==> src/rtl/if_pkg.sv <==
// Shared types and constants for the instruction fetch unit and its prefetch FIFO.
package if_pkg;

   localparam int INSTR_W        = 32;
   localparam int DEFAULT_ADDR_W = 10;

   typedef struct packed {
      logic [31:0]        pc;
      logic [INSTR_W-1:0] instr;
   } fetch_entry_t;

endpackage

==> src/rtl/inst_fetch_unit_if.sv <==
// Bundles the InstMem read port and the decode-side valid/ready handshake of the fetch unit.
interface inst_fetch_unit_if;
   import if_pkg::*;

   logic [31:0]        mem_address;
   logic               mem_memW;
   logic [31:0]        mem_din;
   logic [INSTR_W-1:0] mem_dout;
   logic               out_valid;
   logic               out_ready;
   logic [INSTR_W-1:0] out_instr;
   logic [31:0]        out_pc;

   modport master (
      output mem_address, mem_memW, mem_din,
      input  mem_dout,
      output out_valid, out_instr, out_pc,
      input  out_ready
   );

   modport slave (
      input  mem_address, mem_memW, mem_din,
      output mem_dout,
      input  out_valid, out_instr, out_pc,
      output out_ready
   );

endinterface

==> src/rtl/fetch_fifo.sv <==
// Small synchronous prefetch FIFO of fetch entries; flush wins over push, and the head
// output holds its last shown value while the FIFO is empty.
module fetch_fifo
   import if_pkg::*;
#(
   parameter int DEPTH = 4,
   localparam int PTR_W = $clog2(DEPTH),
   localparam int CNT_W = PTR_W + 1
) (
   input  logic         clk,
   input  logic         rst_n,
   input  logic         push,
   input  logic         pop,
   input  logic         flush,
   input  fetch_entry_t din,
   output logic         full,
   output logic         empty,
   output logic [CNT_W-1:0] count,
   output fetch_entry_t head
);

   fetch_entry_t            mem_q [DEPTH];
   fetch_entry_t            hold_q;
   logic [PTR_W-1:0]        wr_ptr_q;
   logic [PTR_W-1:0]        rd_ptr_q;
   logic [CNT_W-1:0]        count_q;
   logic                    do_push;
   logic                    do_pop;

   assign full    = (count_q == CNT_W'(DEPTH));
   assign empty   = (count_q == '0);
   assign count   = count_q;
   assign do_pop  = pop && !empty && !flush;
   assign do_push = push && !flush && (!full || do_pop);
   assign head    = empty ? hold_q : mem_q[rd_ptr_q];

   always_ff @(posedge clk) begin
      if (rst_n && do_push) begin
         mem_q[wr_ptr_q] <= din;
      end
   end

   // Pointers are PTR_W bits wide, so they wrap modulo DEPTH for free.
   always_ff @(posedge clk) begin
      if (!rst_n) begin
         wr_ptr_q <= '0;
         rd_ptr_q <= '0;
         count_q  <= '0;
         hold_q   <= '0;
      end else begin
         hold_q <= head;
         if (flush) begin
            wr_ptr_q <= '0;
            rd_ptr_q <= '0;
            count_q  <= '0;
         end else begin
            if (do_push) wr_ptr_q <= wr_ptr_q + PTR_W'(1);
            if (do_pop)  rd_ptr_q <= rd_ptr_q + PTR_W'(1);
            count_q <= count_q + CNT_W'(do_push) - CNT_W'(do_pop);
         end
      end
   end

endmodule

==> src/rtl/inst_fetch_unit.sv <==
// Instruction fetch unit: walks the fetch PC through InstMem, queues returned words in a
// prefetch FIFO, and handles redirects with flush and sticky misalignment reporting.
module inst_fetch_unit
   import if_pkg::*;
#(
   parameter int          ADDR_W   = DEFAULT_ADDR_W,
   parameter int          DEPTH    = 4,
   parameter logic [31:0] RESET_PC = 32'h0
) (
   input  logic        clk,
   input  logic        rst_n,
   input  logic        fetch_en,
   input  logic        redirect_valid,
   input  logic [31:0] redirect_pc,
   output logic        align_err,
   inst_fetch_unit_if.master bus
);

   localparam int CNT_W = $clog2(DEPTH) + 1;

   logic [ADDR_W-1:0] fpc_q, fpc_d;
   logic              align_err_q, align_err_d;
   logic              fifo_full;
   logic              fifo_empty;
   logic [CNT_W-1:0]  fifo_count_unused;
   logic              pop;
   logic              fire;
   fetch_entry_t      push_entry;
   fetch_entry_t      head;
   logic              unused_pc_bits;

   assign pop  = !fifo_empty && bus.out_ready;
   // A pop in the same cycle frees a slot, so a full FIFO can still accept the new word.
   assign fire = fetch_en && !redirect_valid && (!fifo_full || pop);

   assign push_entry = '{pc: 32'(fpc_q), instr: bus.mem_dout};

   always_comb begin
      fpc_d       = fpc_q;
      align_err_d = align_err_q;
      if (redirect_valid) begin
         fpc_d = {redirect_pc[ADDR_W-1:2], 2'b00};
         if (redirect_pc[1:0] != 2'b00) align_err_d = 1'b1;
      end else if (fire) begin
         fpc_d = fpc_q + ADDR_W'(4);
      end
   end

   always_ff @(posedge clk) begin
      if (!rst_n) begin
         fpc_q       <= RESET_PC[ADDR_W-1:0];
         align_err_q <= 1'b0;
      end else begin
         fpc_q       <= fpc_d;
         align_err_q <= align_err_d;
      end
   end

   fetch_fifo #(.DEPTH(DEPTH)) u_fifo (
      .clk   (clk),
      .rst_n (rst_n),
      .push  (fire),
      .pop   (pop),
      .flush (redirect_valid),
      .din   (push_entry),
      .full  (fifo_full),
      .empty (fifo_empty),
      .count (fifo_count_unused),
      .head  (head)
   );

   assign bus.mem_address = 32'(fpc_q);
   assign bus.mem_memW    = 1'b0;
   assign bus.mem_din     = 32'h0;
   assign bus.out_valid   = !fifo_empty;
   assign bus.out_pc      = head.pc;
   assign bus.out_instr   = head.instr;
   assign align_err       = align_err_q;

   assign unused_pc_bits = ^redirect_pc[31:ADDR_W];

endmodule

==> src/flat_wrapper.sv <==
// flat-port wrapper written by rule: the top's interface ports become plain ports
module inst_fetch_unit_flat import if_pkg::*;
#(
   parameter int          ADDR_W   = DEFAULT_ADDR_W,
   parameter int          DEPTH    = 4,
   parameter logic [31:0] RESET_PC = 32'h0
)
  (clk, rst_n, fetch_en, redirect_valid, redirect_pc, align_err, bus_mem_address, bus_mem_memW, bus_mem_din, bus_mem_dout, bus_out_valid, bus_out_instr, bus_out_pc, bus_out_ready);
  inst_fetch_unit_if bus_i ();
  input  logic clk;
  input  logic rst_n;
  input  logic fetch_en;
  input  logic redirect_valid;
  input  logic [31:0] redirect_pc;
  output logic align_err;
  output wire logic [$bits(bus_i.mem_address)-1:0] bus_mem_address;
  output wire logic [$bits(bus_i.mem_memW)-1:0] bus_mem_memW;
  output wire logic [$bits(bus_i.mem_din)-1:0] bus_mem_din;
  input wire logic [$bits(bus_i.mem_dout)-1:0] bus_mem_dout;
  output wire logic [$bits(bus_i.out_valid)-1:0] bus_out_valid;
  output wire logic [$bits(bus_i.out_instr)-1:0] bus_out_instr;
  output wire logic [$bits(bus_i.out_pc)-1:0] bus_out_pc;
  input wire logic [$bits(bus_i.out_ready)-1:0] bus_out_ready;
  assign bus_mem_address = bus_i.mem_address;
  assign bus_mem_memW = bus_i.mem_memW;
  assign bus_mem_din = bus_i.mem_din;
  assign bus_i.mem_dout = bus_mem_dout;
  assign bus_out_valid = bus_i.out_valid;
  assign bus_out_instr = bus_i.out_instr;
  assign bus_out_pc = bus_i.out_pc;
  assign bus_i.out_ready = bus_out_ready;
  inst_fetch_unit #(.ADDR_W(ADDR_W), .DEPTH(DEPTH), .RESET_PC(RESET_PC)) u_core (.clk(clk), .rst_n(rst_n), .fetch_en(fetch_en), .redirect_valid(redirect_valid), .redirect_pc(redirect_pc), .align_err(align_err), .bus(bus_i));
endmodule
==> config.mk <==
export PLATFORM = sky130hd
export DESIGN_NAME = inst_fetch_unit_flat
export DESIGN_NICKNAME = d
export VERILOG_FILES = /design/src/rtl/if_pkg.sv /design/src/rtl/inst_fetch_unit_if.sv /design/src/rtl/fetch_fifo.sv /design/src/rtl/inst_fetch_unit.sv /design/src/flat_wrapper.sv
export SDC_FILE = /design/constraint.sdc
export NUM_CORES = 1
export LEC_CHECK = 0
export ABC_AREA = 1
export CORE_MARGIN = 2
export CORE_UTILIZATION = 40
export DETAILED_ROUTE_END_ITERATION = 8
export DONT_BUFFER_PORTS = 1
export PLACE_DENSITY = 0.56
export SETUP_SLACK_MARGIN = 0.4
export SLEW_MARGIN = 20
export SYNTH_ARGS = -nofsm -noshare
export SYNTH_HDL_FRONTEND = slang
export SYNTH_SLANG_ARGS = --single-unit
export TNS_END_PERCENT = 5
==> constraint.sdc <==
create_clock -name clk -period 3.7 [get_ports clk]
set_input_delay 0.74 -clock clk [delete_from_list [all_inputs] [get_ports clk]]
set_output_delay 0.74 -clock clk [all_outputs]
set_load 0.1 [all_outputs]
==> impl_results.md <==
* Outcome: finished, final reports clean
* Mux cell area share after synthesis at 0
* Post-synthesis adder-cell area fraction at 0.0108
* Hold WC Path Type: primary input to register
* Total number of vias at 6,490
* Number of synthesized flops with an enable pin at 160
* Clock power frac at 0.373
* GR peak layer: met2
* Hold Fails Final Rpt at 0
* Max-slew headroom at 0.287
* Wire per inst at 14.4 um
* Synth Area in XOR/XNOR at 0.000882
* Cells after synthesis at 995
* Sink Count at 242
* GRT met1 Usage at 0.190
* Async set-reset flop share out of synthesis at 0
* Combinational Power Share at 0.158
* Synth-to-layout area growth at 19.9%
* Fin. max-slew vios at 0
* Slew @ Worst Pin at 1.07 ns
* RSZ-0062 raised after global routing: false
* Crit path cell chain: buf_6 > nor2_1 > nor2_1 > o21ai_1 > nand2_1 > nand2_1 > nand2_1 > buf_12
* Global Route Usage Sum at 0.156
* Vias per cell at 4.64
* Clk_skew at 0.0134 ns
* Internal power at 0.00454 W
* Power Dens Cells at 532 nW/um^2
* Number of distinct library cells after synthesis at 27
* Initial core utilization at 0.408
* Post-route ant nets at 0
* Critical Path AT at 2.31 ns
* Worst IR Drop VDD at 0.291 mV
* Sw power at 0.00180 W
* Clock transition at path regs at roughly 0.060 ns
* CP max stage delay at 0.60 ns
* Startpoint Class: register
* Die area at 26,100 um^2
* Pwr Total at 0.00634 W
* Synthesized area at roughly 9900 um^2
* Post-Route WL at roughly 20 mm
* Die X at 162 um
* Clock root cell: clkbuf_16
* CTS buffer count at 25
* Crit path kind: register to output pin
* Vias in the first global route at 6,101
* # DRC at 0
* GRT Residual Overflow at 0
* Syn avg cell area at 9.98 um^2
* Core area at 24,300 um^2
* Main combinational cell family by area after synthesis: simple AND/OR/NAND/NOR gates
* Required time of the critical path at 2.96 ns
* Most used DFF post-synth: edfxtp_1
* Share of cells above drive strength 1 at 0.152
* I/O pin count at 200
* CP most frequent cell: nand2_1
* Leak at 4.66 nW
* Switching Share at 0.284
* Nets at 1,134
* IO Port Bufs at 0
* Htree depth at 1
* Simple-gate portion of the synthesized area at 0.176
* First DRT Iteration DRCs at 440
* Maxcap violations at 0
* First-pass GRT wire length at 32.1 mm
* Initial antenna violation count at 0
* Skew-Pair Late Insertion Delay at 0.52 ns
* Final period util at 0.825
* Crit path max fanout at 48
* CP max-delay cell: dfxtp_4
* Pin count of the biggest net entering global routing at 90
* Post-CTS Hold Buffers at 0
* Register area share after synthesis at 0.649
* Synth Area in Compound Gates at 0.0727
* R2R Setup Slk at 1.16 ns
* #FFs+latches synth at ~240
* Reg power frac at 0.469
* Grt met2 use at 0.278
* CTS max path bufs at 3
* Drt pass-1 iters at 4
* Num rows at 57
* Setup TNS at 0 ns
* GR Util met3 at 0.0339
* Fmax at 327 MHz
* CP Capture Type: output pin
* Final count of negative-setup-slack endpoints at 0
* Chip Height at about 160 um
* Synth warn at 0
* Tmin final at 3.05 ns
* DP HPWL at 11.9 mm
* CTS tree: built
* # diodes at 0
* Placer Congestion at 0.744
==> cell type report <==
cell class | count | area [um^2]
Clock inverter | 5 | 28.8
Inverter | 55 | 211
Clock buffer | 41 | 756
Sequential cell | 242 | 6450
Tap cell | 324 | 405
Timing Repair Buffer | 83 | 1160
Fill cell | 2219 | 12400
Multi-Input combinational cell | 650 | 2890
==> flip-flops by register name (all words and copies together) (netlist names), named ones only <==
signal,cells
u_core.u_fifo.count,3
u_core.align_err,1
u_core.fpc_q,8
u_core.u_fifo.rd_ptr_q,2
u_core.u_fifo.wr_ptr_q,2
u_core.u_fifo.mem_q,160
u_core.u_fifo.hold_q,64
==> Yosys cell counts (15+ instances only) <==
| cell type | instances | area [um^2] |
|---|---|---|
| nand2_1 | 195 | 732 |
| o21ai_1 | 40 | 200 |
| inv_1 | 49 | 184 |
| o21ai_0 | 51 | 255 |
| buf_2 | 15 | 75.1 |
| buf_4 | 69 | 518 |
| edfxtp_1 | 160 | 4800 |
| nor3_1 | 24 | 120 |
| nand3_1 | 15 | 75.1 |
| nor2_1 | 200 | 751 |
| a21oi_1 | 50 | 250 |
| dfxtp_1 | 82 | 1640 |
==> routing by layer <==
| metal | part of all wire | vias up |
|---|---|---|
| met5 | 0 | - |
| met3 | 0.064 | 16 |
| met1 | 0.42 | 3013 |
| met4 | 0.012 | 0 |
| met2 | 0.50 | 174 |
| li1 | - | 3287 |
==> cell usage in the layout (no fill, tap or decap), drive strengths merged <==
master	count
edfxtp	160
buf	83
conb	57
nand3	15
xor2	1
inv	56
fa	1
dfxtp	82
a21boi	1
nor2	203
clkbuf	41
clkinv	4
nand2	198
nor3	24
and3	1
ha	7
o21ai	91
a21oi	51
==> worst max-delay path, delay by kind of cell (launching register included) <==
| family | cells | cell delay [ns] |
|---|---|---|
| flip-flops | 1 | 0.60 |
| buffers and inverters | 2 | 0.60 |
| AND/OR/NAND/NOR | 5 | 0.49 |
| AO/OA/AOI/OAI | 1 | 0.08 |
==> power by group through the flow <==
stage                     Combinational, W  Sequential (W)  Clock (W)
after floorplan                   0.000768         0.00306          0
after global placement             0.00101         0.00303          0
after detailed placement           0.00101         0.00303          0
after CTS                          0.00101         0.00297    0.00242
after global routing               0.00105         0.00297    0.00254
final                              0.00100         0.00297    0.00236
==> cell families (layout without fill, tap and decap cells) <==
| group | Yosys count | count (layout) |
|---|---|---|
| flip-flops | 242 | 242 |
| AO/OA/AOI/OAI | 143 | 143 |
| XOR/XNOR | 1 | 1 |
| adder cells (fa/ha/maj) | 8 | 8 |
| other | 1 | 57 |
| AND/OR/NAND/NOR | 441 | 441 |
| buffers and inverters | 159 | 184 |
==> through the flow <==
stage	instance area [um^2]	std cells	worst slack (ns)	hold WS, ns	utilization
global placement	11100	1354	0.998	0.442	0.457
CTS	11900	1400	0.432	0.298	0.489
detailed placement	11100	1354	0.984	0.449	0.457
floorplan	10100	1051	0.265	0.421	-
finish	11900	1400	0.647	0.315	0.490
global route	11900	1400	0.407	0.296	0.490
==> worst paths after layout <==
check,from,end,cells past startpoint
setup / recovery,register,bus_out_instr[26],8
hold / removal,bus_mem_dout[6],u_core.u_fifo.mem_q[1][6],0
setup reg to reg,u_core.u_fifo.count[1],u_core.u_fifo.count[2],11
hold reg to reg,u_core.u_fifo.rd_ptr_q[1],register,2
==> repair_timing <==
action	CTS	global route
gates resized for setup	0	3
endpoints found under the setup margin	0	27
setup buffers	0	0
(Power assumes the default switching activity.)
